## src/rtl/wordboard.sv

```systemverilog
// Switch-programmed serial word transmitter: start, d0..d3 LSB first, stop; idle high.
// Define WORDBOARD_PARITY_EN to insert an even-parity bit between d3 and stop.
module wordboard #(
  parameter int DEBOUNCE_CYCLES = 50000,
  parameter int BIT_CYCLES      = 50000
) (
  input  logic sysclk,
  input  logic reset,
  input  logic sw1,
  input  logic sw2,
  input  logic sw3,
  input  logic sw4,
  input  logic btn_write,
  input  logic btn_auto,
  output logic out
);

  localparam int DW = (DEBOUNCE_CYCLES > 1) ? $clog2(DEBOUNCE_CYCLES) : 1;
  localparam int TW = (BIT_CYCLES > 1) ? $clog2(BIT_CYCLES) : 1;

  typedef enum logic [2:0] {
    IDLE,
    START,
    DATA,
`ifdef WORDBOARD_PARITY_EN
    PARITY,
`endif
    STOP
  } state_t;

  // Bit order: [3:0] switches sw4..sw1, [4] btn_write, [5] btn_auto.
  logic [5:0] sync1_q, sync1_d, sync2_q, sync2_d;
  logic [1:0] press;

  always_comb begin
    sync1_d = {btn_auto, btn_write, sw4, sw3, sw2, sw1};
    sync2_d = sync1_q;
  end

  always_ff @(posedge sysclk) begin
    if (reset) begin
      sync1_q <= '0;
      sync2_q <= '0;
    end else begin
      sync1_q <= sync1_d;
      sync2_q <= sync2_d;
    end
  end

  // press[0] = btn_write, press[1] = btn_auto; one-cycle pulse on debounced rise.
  for (genvar g = 0; g < 2; g++) begin : g_db
    logic          lvl_q, lvl_d, evt_q, evt_d;
    logic [DW-1:0] cnt_q, cnt_d;

    // NOTE: every variable gets a default at the top of always_comb so no path leaves it unassigned and infers a latch.
    always_comb begin
      lvl_d = lvl_q;
      cnt_d = '0;
      evt_d = 1'b0;
      if (sync2_q[4+g] != lvl_q) begin
        if (cnt_q == DW'(DEBOUNCE_CYCLES - 1)) begin
          lvl_d = ~lvl_q;
          evt_d = ~lvl_q;
        end else begin
          cnt_d = cnt_q + DW'(1);
        end
      end
    end

    // NOTE: sequential state uses non-blocking assignments so every flop samples pre-edge values.
    always_ff @(posedge sysclk) begin
      if (reset) begin
        lvl_q <= 1'b0;
        evt_q <= 1'b0;
        cnt_q <= '0;
      end else begin
        lvl_q <= lvl_d;
        evt_q <= evt_d;
        cnt_q <= cnt_d;
      end
    end

    assign press[g] = evt_q;
  end

  state_t        state_q, state_d;
  logic [TW-1:0] timer_q, timer_d;
  logic [1:0]    bit_cnt_q, bit_cnt_d;
  logic [3:0]    shift_q, shift_d;
  logic          auto_q, auto_d;
  logic          out_q, out_d;
  logic          write_evt, bit_end, launch;
`ifdef WORDBOARD_PARITY_EN
  logic          parity_q, parity_d;
`endif

  always_comb begin
    // A simultaneous auto press wins over a write press.
    write_evt = press[0] & ~press[1];
    auto_d    = auto_q ^ press[1];
    bit_end   = (timer_q == TW'(BIT_CYCLES - 1));
    state_d   = state_q;
    bit_cnt_d = bit_cnt_q;
    shift_d   = shift_q;
    launch    = 1'b0;
    timer_d   = (state_q == IDLE || bit_end) ? '0 : timer_q + TW'(1);
`ifdef WORDBOARD_PARITY_EN
    parity_d  = parity_q;
`endif

    case (state_q)
      IDLE:  launch = write_evt | auto_q;
      START: if (bit_end) begin
               state_d   = DATA;
               bit_cnt_d = '0;
             end
      DATA:  if (bit_end) begin
               if (bit_cnt_q == 2'd3) begin
`ifdef WORDBOARD_PARITY_EN
                 state_d = PARITY;
`else
                 state_d = STOP;
`endif
               end else begin
                 bit_cnt_d = bit_cnt_q + 2'd1;
                 shift_d   = shift_q >> 1;
               end
             end
`ifdef WORDBOARD_PARITY_EN
      PARITY: if (bit_end) state_d = STOP;
`endif
      STOP:  if (bit_end) begin
               state_d = IDLE;
               launch  = auto_q;
             end
      default: state_d = IDLE;
    endcase

    // Word is captured at frame start so mid-frame switch changes wait for the next frame.
    if (launch) begin
      state_d = START;
      shift_d = sync2_q[3:0];
`ifdef WORDBOARD_PARITY_EN
      parity_d = ^sync2_q[3:0];
`endif
    end

    case (state_d)
      START:   out_d = 1'b0;
      DATA:    out_d = shift_d[0];
`ifdef WORDBOARD_PARITY_EN
      PARITY:  out_d = parity_d;
`endif
      default: out_d = 1'b1;
    endcase
  end

  always_ff @(posedge sysclk) begin
    if (reset) begin
      state_q   <= IDLE;
      timer_q   <= '0;
      bit_cnt_q <= '0;
      shift_q   <= '0;
      auto_q    <= 1'b0;
      out_q     <= 1'b1;
`ifdef WORDBOARD_PARITY_EN
      parity_q  <= 1'b0;
`endif
    end else begin
      state_q   <= state_d;
      timer_q   <= timer_d;
      bit_cnt_q <= bit_cnt_d;
      shift_q   <= shift_d;
      auto_q    <= auto_d;
      out_q     <= out_d;
`ifdef WORDBOARD_PARITY_EN
      parity_q  <= parity_d;
`endif
    end
  end

  assign out = out_q;

endmodule

```

## config.mk

```make
export PLATFORM = sky130hd
export DESIGN_NAME = wordboard
export DESIGN_NICKNAME = d
export VERILOG_FILES = /design/src/rtl/wordboard.sv
export SDC_FILE = /design/constraint.sdc
export NUM_CORES = 1
export LEC_CHECK = 0
export ABC_AREA = 0
export ABC_CLOCK_PERIOD_IN_PS = 2600
export CAP_MARGIN = 20
export CELL_PAD_IN_SITES_DETAIL_PLACEMENT = 1
export CELL_PAD_IN_SITES_GLOBAL_PLACEMENT = 2
export CORE_MARGIN = 5
export CORE_UTILIZATION = 38
export CTS_CLUSTER_DIAMETER = 100
export DETAILED_ROUTE_END_ITERATION = 8
export GPL_TIMING_DRIVEN = 0
export PLACE_DENSITY = 0.76
export SYNTH_ARGS = -nofsm -noshare
export SYNTH_HDL_FRONTEND = slang
export SYNTH_SLANG_ARGS = --single-unit
```

## constraint.sdc

```tcl
create_clock -name sysclk -period 2.6 [get_ports sysclk]
set_input_delay 0.39 -clock sysclk [delete_from_list [all_inputs] [get_ports sysclk]]
set_output_delay 0.39 -clock sysclk [all_outputs]
set_load 0.05 [all_outputs]
```

==> impl_metrics.env, run 1 <==
export IMPL_status="completed"
export IMPL_critical_path_reg2reg_startpoint="timer_q[6]"
export IMPL_synth_sequential_area_ratio_pct=48.78
export IMPL_layout_cells_most_common="sky130_fd_sc_hd__dfxtp_1"
export IMPL_synth_adder_area_share_pct=1.626
export IMPL_class_of_the_tightest_hold_or_removal_check="flop to flop"
export IMPL_finish_cell_count_without_fillers=461
export IMPL_synth_cell_types=41
export IMPL_layout_common_cells="75 x sky130_fd_sc_hd__dfxtp_1, 64 x sky130_fd_sc_hd__nor2_1, 22 x sky130_fd_sc_hd__xnor2_1"
export IMPL_cts_htree_levels=3
export IMPL_tritoncts="done"
export IMPL_antennaDiodeCount=0
export IMPL_footprint_of_the_flip_flops_and_latches_sq_mm=0.001501
export IMPL_die_height_um=100
export IMPL_clkLatencyLatePin_ns=0.33
export IMPL_floorplan_initialDensity_pct=39.42
export IMPL_die_w_um=100
export IMPL_synthesis_nets=349
export IMPL_multi_input_comb_area_sq_mm=0.001514
export IMPL_muxShareOfSynthArea_pct=1.667
export IMPL_share_of_post_route_cells_with_drive_strength_above_1_pct=6.407
export IMPL_delay_of_the_slowest_cell_on_the_worst_path_ns=0.53
export IMPL_required_ns=2.85
export IMPL_total_leakage_power_nw=1.237
export IMPL_timing_rr_end="out"
export IMPL_final_min_clock_period_ns=2.352
export IMPL_drt_pass1_iterations=4
export IMPL_via_count=2285
export IMPL_synth_xor_area_share_pct=12.24
export IMPL_fillerInstances=932
export IMPL_route_detailed_wl_per_inst_um=13.13
export IMPL_grt_start_max_net_pins=13
export IMPL_crit_path_cell_trace="or4b_4, nor4_4, mux2_2, a21o_1, a32oi_1"
export IMPL_worst_setup_path_end_kind="flop"
export IMPL_rsz0062_at_grt="false"
export IMPL_grt_overflow=0
export IMPL_max_cap_viol_count=0
export IMPL_clock_path_buffers=2
export IMPL_critical_path_max_fanout=9
export IMPL_core_region_area_sq_mm=0.007807
export IMPL_place_congestion=0.7099
export IMPL_final_period_utilization_pct=90.47
export IMPL_ff2ff_setup_slack_ns=0.25
export IMPL_total_i_o_pin_count=9
export IMPL_synthesis_area_sq_mm=0.003078
export IMPL_slew_viol_final=0
export IMPL_groute_usage_overall_pct=13.23
export IMPL_synth_enable_flop_cells=0
export IMPL_finalHoldViolations=0
export IMPL_post_place_cells=446
export IMPL_worst_endpoint_arrival_ns=2.61
export IMPL_finish_utilization_pct=45.32
export IMPL_final_routed_drc_violation_total=0
export IMPL_r2r_cells=5
export IMPL_die_ar_sq_mm=0.01000
export IMPL_synth_compound_area_share_pct=4.837
export IMPL_worst_slew_margin_rel_pct=64.05
export IMPL_placement_io_buffers=7
export IMPL_cts_root_buf="sky130_fd_sc_hd__clkbuf_8"
export IMPL_timing_hold_worst_start="sync1_q[2]"
export IMPL_startpoint_type="flop"
export IMPL_drt_first_iter_violations=18
export IMPL_synth_top_family_by_area="simple AND/OR/NAND/NOR gates"
export IMPL_ys_flop_type="sky130_fd_sc_hd__dfxtp_1"
export IMPL_path_class="flop to flop"
export IMPL_flow_area_growth_from_synthesis_pct=14.96
export IMPL_timing_hold_worst_endpoint="sync2_q[2]"
export IMPL_netlist_instances=337
export IMPL_synth_seq_cells=75
export IMPL_worst_setup_hold_path_clk_slew_ns=0.08
export IMPL_ir_drop_v=0.0002802
export IMPL_cts_buffers_inserted=9
export IMPL_tritoncts_num_sinks=75
export IMPL_cts_hold_buffers_added=0
export IMPL_holdPathStages=1
export IMPL_finalClockSkew_ns=0.009305
export IMPL_nNetsFinal=367
export IMPL_grt_pass1_wl_um=10690
export IMPL_dp_hpwl_um=4400
export IMPL_setup_violations=0
export IMPL_max_freq_mhz=425.1
export IMPL_cts_repair_resize_count=0
export IMPL_yosysWarnings=0
export IMPL_actual_transition_at_the_worst_max_transition_pin_ns=0.5352
export IMPL_post_synth_cell_area_avg_sq_um=9.133
export IMPL_power_per_cell_area_mw_per_mm2=670.4
export IMPL_floorplan_rows=32
export IMPL_postCtsSetupRepairBufs=0
export IMPL_number_of_global_route_vias_before_repair=2291
export IMPL_async_reset_ff_share_pct=0
export IMPL_antenna_found_initial=0
export IMPL_finalWirelength_um=6055
export IMPL_detail_route_vias_per_cell=4.957
export IMPL_number_of_antenna_violating_nets_in_the_routed_design=0
export IMPL_critical_path_slowest_cell="sky130_fd_sc_hd__nor4_4"
export IMPL_synth_simple_gate_area_share_pct=28.70
export IMPL_summed_negative_setup_slack_over_all_endpoints_ns=0
==> synthesized netlist by cell type (2+ instances only) <==
cell type                   n  area (sq um)
sky130_fd_sc_hd__nor3_1     8         40.04
sky130_fd_sc_hd__nor2b_1   15         93.84
sky130_fd_sc_hd__xnor2_1   22         192.7
sky130_fd_sc_hd__nand2_1   18         67.56
sky130_fd_sc_hd__inv_1      7         26.28
sky130_fd_sc_hd__mux2i_1    4         40.04
sky130_fd_sc_hd__dfxtp_1   75          1501
sky130_fd_sc_hd__xor2_1    21         183.9
sky130_fd_sc_hd__a21o_1     2         15.01
sky130_fd_sc_hd__and3_1    10         62.56
sky130_fd_sc_hd__nand3_1   20         100.1
sky130_fd_sc_hd__a22oi_1    2         15.01
sky130_fd_sc_hd__o21ai_0    5         25.02
sky130_fd_sc_hd__and4_1     3         26.28
sky130_fd_sc_hd__and2_1     4         25.02
sky130_fd_sc_hd__nand4_1   10         62.56
sky130_fd_sc_hd__buf_2      2         10.01
sky130_fd_sc_hd__or3_1      4         25.02
sky130_fd_sc_hd__ha_1       4         50.05
sky130_fd_sc_hd__a21oi_1    8         40.04
sky130_fd_sc_hd__nor2_1    64         240.2
sky130_fd_sc_hd__clkbuf_1   7         26.28
sky130_fd_sc_hd__nor4b_1    4         35.03
==> cell families (layout without fill, tap and decap cells) <==
kind of cell,after synthesis,after routing
other,1,1
AND/OR/NAND/NOR,170,170
buffers and inverters,16,38
XOR/XNOR,43,43
AO/OA/AOI/OAI,23,23
adder cells (fa/ha/maj),4,4
multiplexers,5,5
flip-flops,75,75
==> sequential cells by signal, indices dropped and copies added (netlist names) <==
name and count:
g_db.evt_q 2, timer_q 16, g_db.lvl_q 2, state_q 3, out 1, auto_q 1, bit_cnt_q 2, g_db.cnt_q 32
sync2_q 6, shift_q 4, sync1_q 6
==> final cells by class <==
cell class / instances / area share [%]
Inverter: 7 / 0.7426
Tap cell: 102 / 3.607
Multi-Input combinational cell: 246 / 42.79
Clock inverter: 5 / 3.536
Buffer: 9 / 1.025
Timing Repair Buffer: 7 / 1.980
Sequential cell: 75 / 42.43
Clock buffer: 10 / 3.890
==> routing by layer <==
metal | GRT usage, % | up-vias | wire [um]
li1 | - | 1175 | -
met1 | 16.85 | 1095 | 2957
met2 | 21.60 | 11 | 2935
met3 | 2.919 | 4 | 108
met4 | 5.596 | 0 | 54
met5 | 0 | - | 0
==> stage by stage <==
step	hold WS [ns]	power, mW	worst slack (ns)	area (sq um)
final	0.4365	2.372	0.2477	3538
after global routing	0.4714	2.481	0.1045	3538
after CTS	0.4435	2.416	0.2138	3538
after detailed placement	0.4236	1.237	0.2437	3276
after global placement	0.4225	1.236	0.2488	3276
after floorplan	0.4132	1.216	0.4880	3078
==> where the power goes <==
part	switching, mW	total [mW]	internal, mW	leakage (nW)
Sequential	0.00582	1.17	1.16	0.607
Combinational	0.0233	0.0424	0.0191	0.497
Clock	0.410	1.16	0.754	0.132
Total	0.439	2.37	1.93	1.24
==> worst max-delay path: cells and delay by family, from the launching register on <==
family / cells / cell delay, ns
simple gates: 2 / 1.04
flops: 1 / 0.43
mux: 1 / 0.41
compound gates: 2 / 0.39
==> how the worst max path moves through the flow <==
stage	from	end	slack [ns]	cells after the start
2_1_floorplan	timer_q[11]	state_q[0]	0.49	5
3_3_place_gp	timer_q[6]	out	0.25	5
3_5_place_dp	timer_q[6]	out	0.24	5
4_1_cts	timer_q[6]	out	0.21	5
5_1_grt	timer_q[6]	out	0.10	5
6_report	timer_q[6]	out	0.25	5
No activity file was read; power rests on OpenSTA's default activity.
==> inputs of run 2 (changes only) <==
--- a/config.mk
+++ b/config.mk
@@ -7,7 +7,7 @@
 export LEC_CHECK = 0
 export ABC_AREA = 0
 export ABC_CLOCK_PERIOD_IN_PS = 2600
-export CAP_MARGIN = 20
+export CAP_MARGIN = 10
 export CELL_PAD_IN_SITES_DETAIL_PLACEMENT = 1
 export CELL_PAD_IN_SITES_GLOBAL_PLACEMENT = 2
 export CORE_MARGIN = 5
==> results of run 2 <==
The final DEF is identical to that of run 1; final timing and power are the same.
==> inputs of run 3 (changes only) <==
--- a/config.mk
+++ b/config.mk
@@ -10,7 +10,6 @@
 export CAP_MARGIN = 10
 export CELL_PAD_IN_SITES_DETAIL_PLACEMENT = 1
 export CELL_PAD_IN_SITES_GLOBAL_PLACEMENT = 2
-export CORE_MARGIN = 5
 export CORE_UTILIZATION = 38
 export CTS_CLUSTER_DIAMETER = 100
 export DETAILED_ROUTE_END_ITERATION = 8
==> impl_metrics.env, run 3 (synthesis results as in run 1) <==
export IMPL_cts_buffers_inserted=9
export IMPL_antennaDiodeCount=0
export IMPL_number_of_global_route_vias_before_repair=2309
export IMPL_cts_root_buf="sky130_fd_sc_hd__clkbuf_8"
export IMPL_antenna_found_initial=0
export IMPL_grt_pass1_wl_um=10840
export IMPL_flow_area_growth_from_synthesis_pct=14.23
export IMPL_power_share_sequential_pct=50.9
export IMPL_max_freq_mhz=424.6
export IMPL_dp_hpwl_um=4276
export IMPL_critical_path_slowest_cell="sky130_fd_sc_hd__nor4_4"
export IMPL_worst_slew_margin_rel_pct=60.70
export IMPL_largest_register="g_db.cnt_q"
export IMPL_rsz0062_at_grt="false"
export IMPL_class_of_the_tightest_hold_or_removal_check="flop to flop"
export IMPL_timing_hold_worst_start="sync1_q[0]"
export IMPL_tritoncts="done"
export IMPL_final_period_utilization_pct=90.59
export IMPL_detail_route_vias_per_cell=4.933
export IMPL_place_congestion=0.7187
export IMPL_cts_htree_levels=3
export IMPL_total_i_o_pin_count=9
export IMPL_critical_path_max_fanout=9
export IMPL_reg_largest_list="g_db.cnt_q (32), timer_q (16)"
export IMPL_cts_hold_buffers_added=0
export IMPL_placement_io_buffers=7
export IMPL_largest_register_ffs=32
export IMPL_detailed_place_area_sq_mm=0.003276
export IMPL_r2r_cells=5
export IMPL_footprint_of_the_flip_flops_and_latches_sq_mm=0.001501
export IMPL_groute_usage_overall_pct=16.23
export IMPL_crit_path_cell_trace="or4b_4, nor4_4, mux2_2, a21o_1, a32oi_1"
export IMPL_clock_power_share_pct=47.2
export IMPL_actual_transition_at_the_worst_max_transition_pin_ns=0.5851
export IMPL_die_w_um=92
export IMPL_final_routed_drc_violation_total=0
export IMPL_final_cell_area_sq_mm=0.003516
export IMPL_max_cap_viol_count=0
export IMPL_critical_path_reg2reg_startpoint="timer_q[6]"
export IMPL_grtUsageMet1_pct=19.91
export IMPL_die_height_um=92
export IMPL_finalHoldViolations=0
export IMPL_grtUsageMet3_pct=5.224
export IMPL_via_count=2279
export IMPL_logic_pwr_share_pct=1.9
export IMPL_startpoint_type="flop"
export IMPL_timing_hold_worst_endpoint="sync2_q[0]"
export IMPL_total_power_mw=2.289
export IMPL_cts_repair_resize_count=0
export IMPL_core_region_area_sq_mm=0.007767
export IMPL_power_per_cell_area_mw_per_mm2=651.1
export IMPL_worst_endpoint_arrival_ns=2.63
export IMPL_slew_viol_final=0
export IMPL_route_detailed_wl_per_inst_um=13.20
export IMPL_tritoncts_num_sinks=75
export IMPL_postCtsSetupRepairBufs=0
export IMPL_ff2ff_setup_slack_ns=0.24
export IMPL_p_sw_mw=0.4689
export IMPL_layout_cells_most_common="sky130_fd_sc_hd__dfxtp_1"
export IMPL_floorplan_initialDensity_pct=39.63
export IMPL_status="completed"
export IMPL_path_class="flop to flop"
export IMPL_delay_of_the_slowest_cell_on_the_worst_path_ns=0.57
export IMPL_nNetsFinal=367
export IMPL_layout_common_cells="75 x sky130_fd_sc_hd__dfxtp_1, 64 x sky130_fd_sc_hd__nor2_1, 22 x sky130_fd_sc_hd__xnor2_1"
export IMPL_finalWirelength_um=6099
export IMPL_total_leakage_power_nw=1.226
export IMPL_drt_first_iter_violations=57
export IMPL_worst_setup_hold_path_clk_slew_ns=0.09
export IMPL_die_ar_sq_mm=0.008464
export IMPL_switching_part_of_the_total_power_pct=20.48
export IMPL_timing_rr_end="out"
export IMPL_clock_path_buffers=2
export IMPL_post_place_cells=446
export IMPL_fillerInstances=940
export IMPL_final_min_clock_period_ns=2.355
export IMPL_share_of_post_route_cells_with_drive_strength_above_1_pct=6.389
export IMPL_setup_violations=0
export IMPL_finish_cell_count_without_fillers=462
export IMPL_floorplan_rows=32
export IMPL_ir_drop_v=0.0004102
export IMPL_grt_util_met2_pct=26.93
export IMPL_p_int_mw=1.820
export IMPL_finalClockSkew_ns=0.01387
export IMPL_busiest_layer="met2"
export IMPL_summed_negative_setup_slack_over_all_endpoints_ns=0
export IMPL_drt_pass1_iterations=4
export IMPL_clkLatencyLatePin_ns=0.35
export IMPL_holdPathStages=1
export IMPL_multi_input_comb_area_sq_mm=0.001514
export IMPL_number_of_antenna_violating_nets_in_the_routed_design=0
export IMPL_grt_start_max_net_pins=14
export IMPL_finish_utilization_pct=45.26
export IMPL_worst_setup_path_end_kind="flop"
export IMPL_required_ns=2.88
export IMPL_grt_overflow=0
## run 3: changes by cell type in the layout (fill, tap and decap cells not counted), sizes merged
cell	previous run	this run
bufinv	4	3
clkinv	1	2
inv	7	8
## run 3: per-layer routing
layer	up-vias	routed length (um)
met2	13	2871
met5	-	0
met3	11	144
li1	1174	-
met1	1081	2997
met4	0	86
## run 3: worst max path at each step
stage	start	endpoint	slack (ns)	cells after the start
after floorplan	timer_q[11]	state_q[0]	0.49	5
after global placement	timer_q[6]	out	0.26	5
after detailed placement	timer_q[6]	out	0.25	5
after CTS	timer_q[6]	out	0.23	5
after global routing	timer_q[6]	out	0.06	5
final	timer_q[6]	out	0.24	5
## run 3: layout make-up
| cell class | count | area share [%] |
|---|---|---|
| buffer | 9 | 1.032 |
| clock buffer | 10 | 3.630 |
| multi-input combinational | 246 | 43.06 |
| tap | 102 | 3.630 |
| timing repair buffer | 7 | 1.993 |
| clock inverter | 6 | 3.203 |
| inverter | 7 | 0.7473 |
| sequential | 75 | 42.70 |
## run 3: power groups by stage
| stage | registers, mW | clock network [mW] | logic (mW) |
|---|---|---|---|
| 4_1_cts | 1.17 | 1.12 | 0.0446 |
| 3_3_place_gp | 1.19 | 0 | 0.0438 |
| 2_1_floorplan | 1.19 | 0 | 0.0253 |
| 5_1_grt | 1.17 | 1.17 | 0.0482 |
| 6_report | 1.17 | 1.08 | 0.0427 |
| 3_5_place_dp | 1.19 | 0 | 0.0444 |
## run 3: metrics by stage
step	setup slack [ns]	hold slack [ns]
2_1_floorplan	0.4880	0.4132
3_3_place_gp	0.2597	0.4197
3_5_place_dp	0.2469	0.4287
4_1_cts	0.2268	0.4419
5_1_grt	0.05920	0.4510
6_report	0.2447	0.4342
## run 3: worst max-delay path: cells and delay by family (launching register included)
family           cells  cell delay (ns)
AO/OA/AOI/OAI        2             0.37
flip-flops           1             0.43
multiplexers         1             0.41
AND/OR/NAND/NOR      2             1.08
